File: config.mk
export PLATFORM = sky130hd
export DESIGN_NAME = hazard_sched_ctrl_flat
export DESIGN_NICKNAME = d
export VERILOG_FILES = /design/src/rtl/hazard_sched_ctrl_if.sv /design/src/rtl/hazard_sched_ctrl.sv /design/src/flat_wrapper.sv
export SDC_FILE = /design/constraint.sdc
export NUM_CORES = 1
export LEC_CHECK = 0
export CELL_PAD_IN_SITES_DETAIL_PLACEMENT = 0
export CELL_PAD_IN_SITES_GLOBAL_PLACEMENT = 1
export CORE_ASPECT_RATIO = 0.6
export CORE_MARGIN = 4
export CORE_UTILIZATION = 23
export CTS_CLUSTER_DIAMETER = 50
export DETAILED_ROUTE_END_ITERATION = 7
export PLACE_DENSITY_LB_ADDON = 0.1
export SLEW_MARGIN = 20
export SYNTH_ARGS = -nofsm -noshare
export SYNTH_HDL_FRONTEND = slang
export SYNTH_SLANG_ARGS = --single-unit
File: constraint.sdc
create_clock -name CLK -period 3.89 [get_ports CLK]
set_clock_uncertainty 0.2 [all_clocks]
set_input_delay 0.5835 -clock CLK [delete_from_list [all_inputs] [get_ports CLK]]
set_output_delay 0.5835 -clock CLK [all_outputs]
set_load 0.005 [all_outputs]
File: src/rtl/hazard_sched_ctrl_if.sv
// Hazard-scheduler bundle: hazard-detection inputs from the pipeline, stall/flush
// enables and statistics back to it. master = pipeline side, slave = scheduler.
interface hazard_sched_ctrl_if #(
  parameter int unsigned REG_AW = 5,
  parameter int unsigned PERF_W = 32
);
  logic [REG_AW-1:0] RsD;
  logic [REG_AW-1:0] RtD;
  logic [REG_AW-1:0] RtE;
  logic              MemToRegE;
  logic              PCSrcE;
  logic              MemReqM;
  logic              MemReadyM;
  logic              StallF;
  logic              StallD;
  logic              FlushD;
  logic              StallE;
  logic              FlushE;
  logic              StallM;
  logic              Halted;
  logic [PERF_W-1:0] LdUseCnt;
  logic [PERF_W-1:0] MemWaitCnt;
  logic [PERF_W-1:0] FlushCnt;

  modport master (
    output RsD, RtD, RtE, MemToRegE, PCSrcE, MemReqM, MemReadyM,
    input  StallF, StallD, FlushD, StallE, FlushE, StallM, Halted,
    input  LdUseCnt, MemWaitCnt, FlushCnt
  );

  modport slave (
    input  RsD, RtD, RtE, MemToRegE, PCSrcE, MemReqM, MemReadyM,
    output StallF, StallD, FlushD, StallE, FlushE, StallM, Halted,
    output LdUseCnt, MemWaitCnt, FlushCnt
  );
endinterface

File: src/rtl/hazard_sched_ctrl.sv
// Pipeline hazard scheduler: load-use bubbles, taken-branch flushes, memory-wait freezes
// and a memory-wait watchdog. Define STALL_PERF_CNT_EN to build the hazard statistics counters.
module hazard_sched_ctrl #(
  parameter int unsigned REG_AW      = 5,
  parameter int unsigned MEM_TIMEOUT = 255,
  parameter int unsigned CNT_W       = 8,
  parameter int unsigned PERF_W      = 32
) (
  input logic              CLK,
  input logic              RST,
  hazard_sched_ctrl_if.slave hz
);

  localparam bit             TIMEOUT_EN = (MEM_TIMEOUT != 0);
  localparam logic [CNT_W:0] TIMEOUT_V  = (CNT_W+1)'(MEM_TIMEOUT);

  typedef enum logic [1:0] {RUN, MEMWAIT, HALT} state_t;

  state_t           state;
  logic [CNT_W-1:0] waitCnt;
  logic [CNT_W:0]   cntNext;
  logic             memWait;
  logic             ldUse;

  assign memWait = hz.MemReqM & ~hz.MemReadyM;
  assign ldUse   = hz.MemToRegE & (hz.RtE != REG_AW'(0)) &
                   ((hz.RtE == hz.RsD) | (hz.RtE == hz.RtD));
  assign cntNext = {1'b0, waitCnt} + (CNT_W+1)'(1);

  // Stall/flush enables act in the same cycle; everything is forced low during reset.
  always_comb begin
    hz.StallF = 1'b0;
    hz.StallD = 1'b0;
    hz.FlushD = 1'b0;
    hz.StallE = 1'b0;
    hz.FlushE = 1'b0;
    hz.StallM = 1'b0;
    hz.Halted = 1'b0;
    if (!RST) begin
      if (state == HALT) begin
        {hz.StallF, hz.StallD, hz.StallE, hz.StallM} = 4'b1111;
        hz.Halted = 1'b1;
      end else if (memWait) begin
        {hz.StallF, hz.StallD, hz.StallE, hz.StallM} = 4'b1111;
      end else if (hz.PCSrcE) begin
        hz.FlushD = 1'b1;
        hz.FlushE = 1'b1;
      end else if (ldUse) begin
        hz.StallF = 1'b1;
        hz.StallD = 1'b1;
        hz.FlushE = 1'b1;
      end
    end
  end

  // Freeze tracking; the counter saturates instead of wrapping when the watchdog is off.
  always_ff @(posedge CLK or posedge RST) begin
    if (RST) begin
      state   <= RUN;
      waitCnt <= '0;
    end else begin
      case (state)
        RUN: begin
          if (memWait) begin
            state   <= (TIMEOUT_EN && TIMEOUT_V == (CNT_W+1)'(1)) ? HALT : MEMWAIT;
            waitCnt <= CNT_W'(1);
          end
        end
        MEMWAIT: begin
          if (memWait) begin
            if (TIMEOUT_EN && cntNext == TIMEOUT_V) state <= HALT;
            if (!cntNext[CNT_W]) waitCnt <= cntNext[CNT_W-1:0];
          end else begin
            state   <= RUN;
            waitCnt <= '0;
          end
        end
        HALT:    state <= HALT;
        default: state <= RUN;
      endcase
    end
  end

`ifdef STALL_PERF_CNT_EN
  logic ldUseEv;
  logic memWaitEv;
  logic flushEv;

  assign memWaitEv = (state != HALT) & memWait;
  assign flushEv   = (state != HALT) & ~memWait & hz.PCSrcE;
  assign ldUseEv   = (state != HALT) & ~memWait & ~hz.PCSrcE & ldUse;

  // Event counters wrap naturally and hold while halted.
  always_ff @(posedge CLK or posedge RST) begin
    if (RST) begin
      hz.LdUseCnt   <= '0;
      hz.MemWaitCnt <= '0;
      hz.FlushCnt   <= '0;
    end else begin
      if (ldUseEv)   hz.LdUseCnt   <= hz.LdUseCnt + PERF_W'(1);
      if (memWaitEv) hz.MemWaitCnt <= hz.MemWaitCnt + PERF_W'(1);
      if (flushEv)   hz.FlushCnt   <= hz.FlushCnt + PERF_W'(1);
    end
  end
`else
  assign hz.LdUseCnt   = PERF_W'(0);
  assign hz.MemWaitCnt = PERF_W'(0);
  assign hz.FlushCnt   = PERF_W'(0);
`endif

endmodule

File: src/flat_wrapper.sv
// flat-port wrapper written by rule: the top's interface ports become plain ports
module hazard_sched_ctrl_flat 
#(
  parameter int unsigned REG_AW      = 5,
  parameter int unsigned MEM_TIMEOUT = 255,
  parameter int unsigned CNT_W       = 8,
  parameter int unsigned PERF_W      = 32
)
  (CLK, RST, hz_RsD, hz_RtD, hz_RtE, hz_MemToRegE, hz_PCSrcE, hz_MemReqM, hz_MemReadyM, hz_StallF, hz_StallD, hz_FlushD, hz_StallE, hz_FlushE, hz_StallM, hz_Halted, hz_LdUseCnt, hz_MemWaitCnt, hz_FlushCnt);
  hazard_sched_ctrl_if #(.REG_AW(REG_AW), .PERF_W(PERF_W)) hz_i ();
  input logic CLK;
  input logic RST;
  input wire logic [$bits(hz_i.RsD)-1:0] hz_RsD;
  input wire logic [$bits(hz_i.RtD)-1:0] hz_RtD;
  input wire logic [$bits(hz_i.RtE)-1:0] hz_RtE;
  input wire logic [$bits(hz_i.MemToRegE)-1:0] hz_MemToRegE;
  input wire logic [$bits(hz_i.PCSrcE)-1:0] hz_PCSrcE;
  input wire logic [$bits(hz_i.MemReqM)-1:0] hz_MemReqM;
  input wire logic [$bits(hz_i.MemReadyM)-1:0] hz_MemReadyM;
  output wire logic [$bits(hz_i.StallF)-1:0] hz_StallF;
  output wire logic [$bits(hz_i.StallD)-1:0] hz_StallD;
  output wire logic [$bits(hz_i.FlushD)-1:0] hz_FlushD;
  output wire logic [$bits(hz_i.StallE)-1:0] hz_StallE;
  output wire logic [$bits(hz_i.FlushE)-1:0] hz_FlushE;
  output wire logic [$bits(hz_i.StallM)-1:0] hz_StallM;
  output wire logic [$bits(hz_i.Halted)-1:0] hz_Halted;
  output wire logic [$bits(hz_i.LdUseCnt)-1:0] hz_LdUseCnt;
  output wire logic [$bits(hz_i.MemWaitCnt)-1:0] hz_MemWaitCnt;
  output wire logic [$bits(hz_i.FlushCnt)-1:0] hz_FlushCnt;
  assign hz_i.RsD = hz_RsD;
  assign hz_i.RtD = hz_RtD;
  assign hz_i.RtE = hz_RtE;
  assign hz_i.MemToRegE = hz_MemToRegE;
  assign hz_i.PCSrcE = hz_PCSrcE;
  assign hz_i.MemReqM = hz_MemReqM;
  assign hz_i.MemReadyM = hz_MemReadyM;
  assign hz_StallF = hz_i.StallF;
  assign hz_StallD = hz_i.StallD;
  assign hz_FlushD = hz_i.FlushD;
  assign hz_StallE = hz_i.StallE;
  assign hz_FlushE = hz_i.FlushE;
  assign hz_StallM = hz_i.StallM;
  assign hz_Halted = hz_i.Halted;
  assign hz_LdUseCnt = hz_i.LdUseCnt;
  assign hz_MemWaitCnt = hz_i.MemWaitCnt;
  assign hz_FlushCnt = hz_i.FlushCnt;
  hazard_sched_ctrl #(.REG_AW(REG_AW), .MEM_TIMEOUT(MEM_TIMEOUT), .CNT_W(CNT_W), .PERF_W(PERF_W)) u_core (.CLK(CLK), .RST(RST), .hz(hz_i));
endmodule
Word level (Yosys, flattened, before mapping)

Index checks and enable logic that the tools add are counted.

$add $sub $neg: 1
Equal/unequal tests: 8
Muxes and demuxes: 26
Bitwise gates (word level): 5
Reductions and logical operators: 5

Operators by type and width:

| operator                                                              | number |
|---|---|
| 8-bit 2-to-1 mux                                                      | 3 |
| 1-bit 2-to-1 mux                                                      | 18 |
| 8-bit one-hot mux with 2 select lines                                 | 1 |
| 5-bit equality test                                                   | 2 |
| 8-bit by 1-bit adder with 9-bit output, second input constant         | 1 |
| 9-bit by 8-bit equality test with 1-bit output, second input constant | 1 |
| 2-bit 2-to-1 mux                                                      | 3 |
| 3-bit != test, second input constant                                  | 2 |
| 2-bit one-hot mux with 3 select lines                                 | 1 |
| 5-bit nonzero test                                                    | 1 |
| 1-bit AND                                                             | 3 |
| 3-bit AND reduction                                                   | 1 |
| 2-bit by 1-bit equality test with 1-bit output, second input constant | 1 |
| 2-bit equality test, second input constant                            | 1 |
| 2-bit logical NOT                                                     | 1 |
| 2-bit by 1-bit != test with 1-bit output, second input constant       | 1 |
| 2-bit AND reduction                                                   | 1 |
| 2-bit nonzero test                                                    | 1 |
| 1-bit NOT                                                             | 1 |
| 1-bit OR                                                              | 1 |

Flip-flop bits (word level): 10
Output and inout bits: 103
Word-level logic and storage cells: 47

Longest topological paths before layout

Word-level depth: 8
Depth in mapped cells: 6
Mapped depth without buffers: 5

Least setup slack after synthesis

No wires, ideal clock.

Path type: input to output
Start point: in hz_RtE[3]
End point: out hz_StallF
Arrival time: 1.345 ns
Setup slack: 1.761 ns
Stages on the path: 5
Cells stage by stage: xor2_1 -> nor3_1 -> a22oi_1 -> o22ai_1 -> buf_4

Cells in the longest elaborated chain, start to end: 8
Elaborated cells between the ends (all ways): 11
Those cells by class: eq/ne: 2; mux: 5; bitwise: 3; reduce/logical: 1

Ends and longest elaborated chain:

| item                                                      | RTL line                                         | RTL |
|---|---|---|
| start, declared                                           | flat_wrapper.sv:15                               | `input wire logic [$bits(hz_i.RtE)-1:0] hz_RtE;` |
| 5-bit equality test or 5-bit nonzero test (tied branches) | hazard_sched_ctrl.sv:27, hazard_sched_ctrl.sv:26 |  |
| 1-bit OR or 1-bit AND (tied branches)                     | hazard_sched_ctrl.sv:27, hazard_sched_ctrl.sv:26 |  |
| 1-bit AND *                                               | hazard_sched_ctrl.sv:26                          | `assign ldUse = hz.MemToRegE & (hz.RtE != REG_AW'(0)) &` |
| 1-bit 2-to-1 mux * (5 in a row)                           | n/a                                              |  |
| end, declared                                             | flat_wrapper.sv:20                               | `output wire logic [$bits(hz_i.StallF)-1:0] hz_StallF;` |

Mark *: on every way between the ends. The rest lies on a longest branch, timed or not.

Worst setup path after layout

Start point: in hz_RtE[3]
End point: out hz_StallF

Cells in the longest elaborated chain, start to end: 8
Elaborated cells between the ends (all ways): 11
Those cells by class: eq/ne: 2; mux: 5; bitwise: 3; reduce/logical: 1

Ends and longest elaborated chain:

| item                                                      | RTL line                                         | RTL |
|---|---|---|
| 5-bit equality test or 5-bit nonzero test (tied branches) | hazard_sched_ctrl.sv:27, hazard_sched_ctrl.sv:26 |  |
| 1-bit OR or 1-bit AND (tied branches)                     | hazard_sched_ctrl.sv:27, hazard_sched_ctrl.sv:26 |  |
| 1-bit AND *                                               | hazard_sched_ctrl.sv:26                          |  |
| 1-bit 2-to-1 mux *                                        | hazard_sched_ctrl.sv:48                          | `end else if (ldUse) begin` |
| 1-bit 2-to-1 mux *                                        | hazard_sched_ctrl.sv:45                          | `end else if (hz.PCSrcE) begin` |
| 1-bit 2-to-1 mux *                                        | hazard_sched_ctrl.sv:43                          | `end else if (memWait) begin` |
| 1-bit 2-to-1 mux *                                        | hazard_sched_ctrl.sv:40                          | `if (state == HALT) begin` |
| 1-bit 2-to-1 mux *                                        | hazard_sched_ctrl.sv:39                          | `if (!RST) begin` |

Marked as above.

==> flow_summary.ini <==
[critical_path]
crit_fanout = 3
cp-start-kind = input pin
crit_path_end_kind = output pin
required_ps = 3110
crit_top_cell = clkdlybuf4s50_1
crit_slowest_cell = clkdlybuf4s50_1
critPathKind = in -> out
path_cells = clkdlybuf4s50_1, xor2_1, nor3_1, a22oi_1, o22ai_1, clkdlybuf4s50_1
worst_path_largest_cell_delay_ps = 550
critPathArrivalTime_ps = 2400

[cts]
cts_sinks = 10
clockBufferDepth = 2
cts-root-buf = clkbuf_8
worstSkewPairLatency_ps = 230
ctsResizeCount = 0
cts_setup_buffers = 0
htreeDepth = 1
numCtsBuffers = 3
cts_tree = built
clkTransAtPathRegs_ps = 50
ctsHoldBuffers = 0

[pwr]
p_leak_nw = 0.818
ir_worst_vdd_v = 0.0000899
powerDensity_nw_per_um2 = 180

[global_route]
grt_pass1_wl_mm = 4.20
grt_pass1_vias = 823
grt_start_max_net_pins = 10
grt_usage_pct = 6.52
gr-total-overflow = 0
antenna_found_initial = 0

[sta]
final-setup-viol-count = 0
hold_viol = 0
fin_setup_tns_ps = 0
max_freq_mhz = 314
period_share_pct = 81.9
period_needed_ps = 3190
layout_setup_ws_ps = 703
slew_violations = 0
fin_hold_ws_ps = 346
rsz0062_at_grt = no

[final_layout]
ff_latch_area_um2 = 250
syn_to_final_growth_pct = 2.30
multi_input_area_um2 = 863
finish.utilization_pct = 24.9
fillCellCount = 704
antennaDiodeCount = 0
num-nets-final = 241
drive_gt1_share_pct = 4.17

[synthesis]
synth_seq_cells = 10
syn-cell-area_um2 = 1520
yosys_warnings = 0
synth.top_cell.area_share_pct = 48.4
ys_seq_area_share_pct = 16.4
synth_area_leaders = buf_4 48%, dfrtp_1 16%, xor2_1 6.9%, nor3_1 2.6%, a211o_1 2.3%
synth_cells = 190
synth.avg_cell_area_um2 = 8.01
synth_top_cell_by_area = buf_4
yosysUniqueCellTypes = 35

[floorplanning]
die_area_um2 = 8020
num_io_pins = 124
fp.coreArea_um2 = 6250
die_y_um = 71
fp.dieW_um = 113
start_util_pct = 24.3
rows = 22

[placed_design]
dp_hpwl_mm = 2.61
gp_congestion = 0.718
dp_slack_ps = 698
port_buffers = 27

[flow_run]
drv_cap = 0

[hold_path]
hp-class = reg -> reg

[route]
ant_nets = 0
vias = 996
via_per_inst = 3.32
wire_per_inst_um = 9.84
drc = 0
drt-total-wl_mm = 2.95
drtPass1Iterations = 4
dr.first_iter.drc_count = 50

[status]
status = finished clean
==> cells in the mapped netlist <==
cell	instances
ha_1	2
nand3_1	3
o21bai_1	1
o211a_1	1
a21o_1	2
nor3_1	8
o311a_1	1
nand2_1	6
inv_1	5
buf_2	2
nor4_1	1
nand4_1	3
dfrtp_1	10
mux2_2	2
o22ai_1	1
a2111o_1	1
or2_2	1
nand2b_1	2
buf_4	98
or2b_1	1
nor2_1	7
a211oi_1	1
o211ai_1	1
a31o_2	1
nand3_2	1
a211o_1	4
a21oi_1	2
conb_1	1
o21ai_0	2
xor2_1	12
and3_1	3
nor2b_1	1
or3_1	1
o31ai_1	1
a22oi_1	1
==> power by group <==
group / total (mW) / switching (mW) / internal, mW / leakage (nW)
Clock: 0.105 / 0.0376 / 0.0675 / 0.0216
Combinational: 0.0706 / 0.0408 / 0.0298 / 0.662
Sequential: 0.104 / 0 / 0.104 / 0.135
Total: 0.280 / 0.0784 / 0.202 / 0.818
==> worst paths after layout <==
check,from,end,slack (ps),depth (start not counted)
max in group asynchronous,RST,u_core.state[0],2640,3
hold reg to reg,u_core.waitCnt[5],u_core.waitCnt[5],350,1
min in group asynchronous,RST,u_core.waitCnt[6],470,2
setup / recovery,hz_RtE[3],hz_StallF,700,6
setup reg to reg,u_core.waitCnt[0],u_core.waitCnt[1],1860,5
hold / removal,u_core.waitCnt[5],u_core.waitCnt[5],350,1
==> logic make-up after synthesis <==
kind of cell / count (synthesis) / synth area share, %
other cells: 1 / 0.246
mux: 2 / 1.48
buf+inv: 105 / 50.2
compound gates: 20 / 10.1
xor+xnor: 12 / 6.91
simple gates: 38 / 12.9
fa+ha+maj: 2 / 1.64
flops: 10 / 16.4
==> flip-flops by register name, indices dropped and copies added, names as in the netlist <==
signal,cells
u_core.state,2
u_core.waitCnt,8
==> layout make-up <==
type,count,area share [%]
multi-input cells,170,55.5
repair buffers,28,17.8
flip-flops and latches,10,16.1
well taps,84,6.75
clock buffers,3,2.65
inverters,5,1.21
==> critical path, delay by kind of cell <==
family	cells	cell delay, ps
buf+inv	2	1020
compound gates	2	380
simple gates	1	240
xor+xnor	1	180
==> cells in the final DEF, fill, tap and decap left out, types with 4 or more instances in the layout <==
cell,count
xor2_1,12
inv_1,5
nor2_1,7
nor3_1,8
dfrtp_1,10
a211o_1,4
clkdlybuf4s50_1,27
nand2_1,6
conb_1,96
==> through the flow <==
| step | cells | power (mW) | area, µm² |
|---|---|---|---|
| after floorplan | 285 | 0.212 | 1880 |
| after global placement | 297 | 0.176 | 1520 |
| after detailed placement | 297 | 0.174 | 1520 |
| after CTS | 300 | 0.281 | 1560 |
| after global routing | 300 | 0.302 | 1560 |
| final | 300 | 0.280 | 1560 |
==> layer usage <==
layer / vias to the layer above / routed length, µm / share of wire, % / track usage (%)
met3: 2 / 358 / 12 / 1.97
met1: 441 / 1400 / 47 / 9.89
met2: 70 / 1180 / 40 / 8.99
met4: 0 / 15 / 0.51 / 1.20
met5: - / 0 / 0 / 0
li1: 483 / - / - / -
(Power assumes the default switching activity.)
